File: config.mk
export PLATFORM = sky130hd
export DESIGN_NAME = fetch_stage
export DESIGN_NICKNAME = d
export VERILOG_FILES = /design/src/rtl/fetch_pkg.sv /design/src/rtl/fetch_stage_if_id.sv /design/src/rtl/fetch_stage.sv
export SDC_FILE = /design/constraint.sdc
export NUM_CORES = 1
export LEC_CHECK = 0
export ABC_AREA = 1
export ABC_CLOCK_PERIOD_IN_PS = 4200
export BUFFER_PORTS_ARGS = -buffer_cell sky130_fd_sc_hd__buf_2
export CORE_UTILIZATION = 61
export CTS_BUF_LIST = sky130_fd_sc_hd__clkbuf_4 sky130_fd_sc_hd__clkbuf_8
export CTS_CLUSTER_DIAMETER = 40
export DETAILED_ROUTE_END_ITERATION = 8
export PLACE_DENSITY = 0.88
export SLEW_MARGIN = 10
export SYNTH_ARGS = -nofsm -noshare
export SYNTH_HDL_FRONTEND = slang
export SYNTH_SLANG_ARGS = --single-unit
File: constraint.sdc
create_clock -name clk -period 4.2 [get_ports clk]
set_input_delay 0.63 -clock clk [delete_from_list [all_inputs] [get_ports clk]]
set_output_delay 0.63 -clock clk [all_outputs]
set_load 0.005 [all_outputs]
File: src/rtl/fetch_pkg.sv
// Shared types and constants for the instruction-fetch stage
// and the pipeline registers built from if_id_register.
package fetch_pkg;

    typedef enum logic [1:0] {
        FETCH = 2'd0,
        HOLD  = 2'd1,
        DRAIN = 2'd2
    } fetch_state_e;

    localparam int INSTR_BYTES = 4;

    localparam logic [31:0] BUBBLE_INSTR = 32'h0000_0000;

endpackage

File: src/rtl/fetch_stage_if_id.sv
// Generic pipeline register: instruction, PC+4 and valid.
// Flush beats hold, hold beats load; otherwise contents are kept.
module if_id_register
    import fetch_pkg::*;
#(
    parameter int ADDR_WIDTH  = 32,
    parameter int INSTR_WIDTH = 32
) (
    input  logic                   clk,
    input  logic                   reset,
    input  logic                   i_load,
    input  logic                   i_hold,
    input  logic                   i_flush,
    input  logic [INSTR_WIDTH-1:0] i_Instruction,
    input  logic [ADDR_WIDTH-1:0]  i_PC_Plus_4,
    output logic [INSTR_WIDTH-1:0] o_Instruction,
    output logic [ADDR_WIDTH-1:0]  o_PC_Plus_4,
    output logic                   o_Sig_Valid
);

    logic [INSTR_WIDTH-1:0] r_instr;
    logic [ADDR_WIDTH-1:0]  r_pc_plus_4;
    logic                   r_valid;

    always_ff @(posedge clk) begin
        if (reset) begin
            r_instr     <= '0;
            r_pc_plus_4 <= '0;
            r_valid     <= 1'b0;
        end else if (i_flush) begin
            r_instr <= INSTR_WIDTH'(BUBBLE_INSTR);
            r_valid <= 1'b0;
        end else if (i_load && !i_hold) begin
            r_instr     <= i_Instruction;
            r_pc_plus_4 <= i_PC_Plus_4;
            r_valid     <= 1'b1;
        end
    end

    assign o_Instruction = r_instr;
    assign o_PC_Plus_4   = r_pc_plus_4;
    assign o_Sig_Valid   = r_valid;

endmodule

File: src/rtl/fetch_stage.sv
// Instruction fetch: PC, imem handshake, skid buffer for stalls,
// drain of orphaned requests after a branch, and the IF/ID register.
module fetch_stage
    import fetch_pkg::*;
#(
    parameter int                    ADDR_WIDTH  = 32,
    parameter int                    INSTR_WIDTH = 32,
    parameter logic [ADDR_WIDTH-1:0] RESET_PC    = '0
) (
    input  logic                   clk,
    input  logic                   reset,
    input  logic                   i_Sig_Hazard_Detected,
    input  logic                   i_Sig_Branch_Taken,
    input  logic [ADDR_WIDTH-1:0]  i_Branch_Address,
    output logic [ADDR_WIDTH-1:0]  o_Imem_Address,
    output logic                   o_Sig_Imem_Read_Enable,
    input  logic [INSTR_WIDTH-1:0] i_Imem_Data,
    input  logic                   i_Sig_Imem_Ready,
    output logic [INSTR_WIDTH-1:0] o_Instruction,
    output logic [ADDR_WIDTH-1:0]  o_PC_Plus_4,
    output logic                   o_Sig_Valid
);

    fetch_state_e           r_state;
    logic [ADDR_WIDTH-1:0]  r_pc;
    logic [INSTR_WIDTH-1:0] r_skid;
    logic [ADDR_WIDTH-1:0]  r_pending;

    fetch_state_e           w_next_state;
    logic [ADDR_WIDTH-1:0]  w_next_pc;
    logic [INSTR_WIDTH-1:0] w_next_skid;
    logic [ADDR_WIDTH-1:0]  w_next_pending;
    logic [ADDR_WIDTH-1:0]  w_pc_plus_4;
    logic [INSTR_WIDTH-1:0] w_load_instr;
    logic                   w_req;
    logic                   w_accept;
    logic                   w_load;
    logic                   w_flush;

    // Request depends on registered state only, never on ready.
    assign w_req       = (r_state != HOLD);
    assign w_accept    = w_req && i_Sig_Imem_Ready;
    assign w_pc_plus_4 = r_pc + ADDR_WIDTH'(INSTR_BYTES);

    always_comb begin
        w_next_state   = r_state;
        w_next_pc      = r_pc;
        w_next_skid    = r_skid;
        w_next_pending = r_pending;
        w_load_instr   = i_Imem_Data;
        w_load         = 1'b0;
        w_flush        = 1'b0;
        unique case (r_state)
            FETCH: begin
                if (i_Sig_Branch_Taken) begin
                    w_flush = 1'b1;
                    if (w_accept) begin
                        w_next_pc = i_Branch_Address;
                    end else begin
                        w_next_pending = i_Branch_Address;
                        w_next_state   = DRAIN;
                    end
                end else if (w_accept && !i_Sig_Hazard_Detected) begin
                    w_load    = 1'b1;
                    w_next_pc = w_pc_plus_4;
                end else if (w_accept) begin
                    w_next_skid  = i_Imem_Data;
                    w_next_state = HOLD;
                end else if (!i_Sig_Hazard_Detected) begin
                    // Nothing arrived and decode is free: insert a bubble.
                    w_flush = 1'b1;
                end
            end
            HOLD: begin
                w_load_instr = r_skid;
                if (i_Sig_Branch_Taken) begin
                    w_flush      = 1'b1;
                    w_next_pc    = i_Branch_Address;
                    w_next_skid  = '0;
                    w_next_state = FETCH;
                end else if (!i_Sig_Hazard_Detected) begin
                    w_load       = 1'b1;
                    w_next_pc    = w_pc_plus_4;
                    w_next_state = FETCH;
                end
            end
            DRAIN: begin
                if (i_Sig_Branch_Taken) begin
                    w_next_pending = i_Branch_Address;
                end
                if (i_Sig_Branch_Taken || !i_Sig_Hazard_Detected) begin
                    w_flush = 1'b1;
                end
                // Last branch wins even when it lands with the accept.
                if (w_accept) begin
                    w_next_pc    = i_Sig_Branch_Taken ? i_Branch_Address
                                                      : r_pending;
                    w_next_state = FETCH;
                end
            end
            default: begin
                w_next_state = FETCH;
            end
        endcase
    end

    always_ff @(posedge clk) begin
        if (reset) begin
            r_state   <= FETCH;
            r_pc      <= RESET_PC;
            r_skid    <= '0;
            r_pending <= '0;
        end else begin
            r_state   <= w_next_state;
            r_pc      <= w_next_pc;
            r_skid    <= w_next_skid;
            r_pending <= w_next_pending;
        end
    end

    assign o_Imem_Address         = r_pc;
    assign o_Sig_Imem_Read_Enable = w_req;

    if_id_register #(
        .ADDR_WIDTH  (ADDR_WIDTH),
        .INSTR_WIDTH (INSTR_WIDTH)
    ) u_if_id (
        .clk           (clk),
        .reset         (reset),
        .i_load        (w_load),
        .i_hold        (i_Sig_Hazard_Detected),
        .i_flush       (w_flush),
        .i_Instruction (w_load_instr),
        .i_PC_Plus_4   (w_pc_plus_4),
        .o_Instruction (o_Instruction),
        .o_PC_Plus_4   (o_PC_Plus_4),
        .o_Sig_Valid   (o_Sig_Valid)
    );

endmodule

==> summary.md <==
| Metric | Value |
|---|---|
| Peak supply drop | 0.3481 mV |
| Total of max-cap violations | 0 |
| FF-to-FF Start | r_state[0] |
| FF-to-FF setup slack | 1680 ps |
| Synthesized area per cell | 6.819 sq um |
| Clock Skews | 11.55 ps |
| Post-route cell area | 8832 sq um |
| Fin. Hold Viols | 0 |
| Crit end category | flop |
| I/O Buffers | 166 |
| Clock sink count | 163 |
| CP Launch Type | flop |
| Vias/cell | 5.627 |
| Starting Density | 63.11% |
| Critical Path End | r_skid[19] |
| Arrival time worst endpoint | 2910 ps |
| Total Routing Usage GR | 32.41% |
| Worst setup path class | flop to flop |
| Latest clock arrival within the worst-skew pair | 470 ps |
| Util after Layout | 72.92% |
| Final setup viols | 0 |
| Max Slew Vio Count | 0 |
| H-tree Lvls | 4 |
| Post-CTS Hold Buffers | 0 |
| RR Endpoint | r_skid[19] |
| Status | finished, final reports clean |
| Crit path cell chain | nand2_4 > inv_2 > o21ai_1 > nor2_4 > buf_4 > o21ai_0 > a21oi_1 |
| Commonest non-fill, non-tap cell in the layout | nand2_1 |
| First-pass GRT wire length | 33,350 um |
| Hold/Removal Path Class | input port to flop |
| Critical path required time | 4590 ps |
| Core footprint | 12,110 sq um |
| Die ar. | 12,980 sq um |
| Vias in the first global route | 7,022 |
| Setup repair bufs after CTS | 0 |
| FF+latch area | 3263 sq um |
| Die Y | 113.9 um |
| Yosys warns | 0 |
| Min cycle time layout | 2515 ps |
| Remaining Overflow, GRT | 0 |
| DRT iter0 DRCs | 825 |
| Inserted Clock Buffers | 17 |
| Row cnt | 40 |
| Root buffer cell | clkbuf_8 |
| Worst hold slack | 432.6 ps |
| Synth Register Bits | 163 |
| Syn_nets | 1,191 |
| Vias | 7,996 |
| I/O Pins | 167 |
| Cts repair resizes | 0 |
| Layout cells sized above 1 | 17.88% |
| Worst Setup SP | r_state[0] |
| DR WL/cell | 14.73 um |
| Reg clk slew, reported paths | 90 ps |
| Initial antenna violation count | 0 |
| Drt first pass iters | 6 |
| Pwr Density | 393.1 nW/um^2 |
| P&R area growth vs syn | 15.55% |
| Layout filler cell count | 1,032 |
| Critical-path top delay cell | inv_2 |
| Die X | 113.9 um |
| DP Area | 8433 sq um |
| CTS tree | built |
| Crit Path Max Fanout | 64 |
| Setup TNS | 0 ps |
| Ys flop type | dfxtp_1 |
| Unrepaired setup endpoints after global routing | no |
| ANT nets after route | 0 |
| Mapped Area | 7644 sq um |
| Pin count of the biggest net entering global routing | 89 |
| Async SR Flop Fraction | 0% |
| Antenna Diode Count | 0 |
| Number of synthesized flops with an enable pin | 0 |
| Post-DP HPWL | 13,880 um |
| Slew @ Worst Pin | 1052 ps |
| # DRC | 0 |
| Clock Path Buffers | 2 |
| Nets@finish | 1,310 |
| Mapped Cells | 1,121 |
| Slew margin rel. | 29.84% |
| Largest stage delay, worst path | 530 ps |
| Leakage | 4.097 nW |
| Placer Congestion | 1.005 |
| Drt total wl | 20,930 um |
| Fin crit share | 59.89% |
| Area of the multi-input gates | 3874 sq um |
| Sequential share of the synthesized area | 42.69% |
| R2R depth | 7 |
| Maximum clock frequency | 397.6 MHz |
| Commonest non-fill, non-tap cells in the layout | nand2_1 (300), buf_2 (166), dfxtp_1 (163) |
| Synth unique cells | 35 |
logic make-up after synthesis:
logic type	share of synthesized area, %
buffers and inverters	6.695
AO/OA/AOI/OAI	24.93
XOR/XNOR	1.719
AND/OR/NAND/NOR	23.80
flip-flops	42.69
adder cells (fa/ha/maj)	0.1637
worst min-delay path by stage:
stage                            from                   endpoint  slack, ps  cells after the start
floorplan           o_Imem_Address[1]          o_Imem_Address[1]        450                      2
global placement           r_skid[12]  u_if_id.o_Instruction[12]        460                      2
detailed placement         r_skid[10]  u_if_id.o_Instruction[10]        470                      2
CTS                   i_Imem_Data[10]                 r_skid[10]        420                      3
global route          i_Imem_Data[30]                 r_skid[30]        440                      3
finish                i_Imem_Data[30]                 r_skid[30]        430                      3
worst max-delay path: cells and delay by family, from the launching register on:
family	cells	cell delay, ps
AOI/OAI and AO/OA	3	530
and+or+nand+nor	2	390
DFF	1	500
buffers and inverters	2	980
registers in the layout, indices dropped and copies added, names as in the netlist:
name and flops:
o_Imem_Address 32, r_pending 32, r_skid 32, r_state 2, u_if_id.o_Instruction 32, u_if_id.o_PC_Plus_4 32
u_if_id.o_Sig_Valid 1
layer usage:
layer | global-route usage, % | up-vias | part of all wire (%)
li1 | - | 3980 | -
met2 | 52.36 | 380 | 46
met4 | 14.98 | 0 | 2.6
met1 | 42.06 | 3585 | 44
met5 | 0 | - | 0
met3 | 6.057 | 51 | 7.7
report_power, final:
group / internal [mW] / switching (mW)
clock network: 0.552 / 0.591
registers: 1.67 / 0.102
logic: 0.203 / 0.358
metrics by stage:
| stage | setup slack [ps] | instances | power, mW |
|---|---|---|---|
| after floorplan | 2339 | 1121 | 2.142 |
| after global placement | 1621 | 1389 | 2.330 |
| after detailed placement | 1523 | 1389 | 2.348 |
| after CTS | 1690 | 1421 | 3.465 |
| after global routing | 1468 | 1421 | 3.617 |
| final | 1685 | 1421 | 3.472 |
cell usage after synthesis (2+ instances only):
| master | instances | area [sq um] |
|---|---|---|
| nand3_1 | 21 | 105.1 |
| a21oi_1 | 154 | 770.7 |
| xnor2_1 | 3 | 26.28 |
| o21ai_1 | 18 | 90.09 |
| buf_2 | 21 | 105.1 |
| dfxtp_1 | 163 | 3263 |
| nand2_1 | 300 | 1126 |
| o211ai_1 | 5 | 37.54 |
| nand3b_1 | 4 | 30.03 |
| a311oi_1 | 5 | 43.79 |
| a21boi_0 | 2 | 15.01 |
| buf_4 | 4 | 30.03 |
| nor2_1 | 118 | 442.9 |
| nor2_2 | 5 | 31.28 |
| inv_1 | 44 | 165.2 |
| a211oi_1 | 4 | 30.03 |
| and2_1 | 3 | 18.77 |
| inv_2 | 6 | 22.52 |
| a31oi_1 | 30 | 187.7 |
| buf_1 | 2 | 7.510 |
| xor2_1 | 12 | 105.1 |
| nor3_1 | 2 | 10.01 |
| clkbuf_1 | 47 | 176.4 |
| o21ai_0 | 137 | 685.7 |
area by class of cell:
| type | count | area share [%] |
|---|---|---|
| Inverter | 50 | 2.125 |
| Multi-Input combinational cell | 833 | 43.86 |
| Timing Repair Buffer | 175 | 10.17 |
| Clock buffer | 23 | 3.442 |
| Tap cell | 168 | 2.380 |
| Clock inverter | 9 | 1.077 |
| Sequential cell | 163 | 36.95 |
Power figures use the tool's default switching activity.
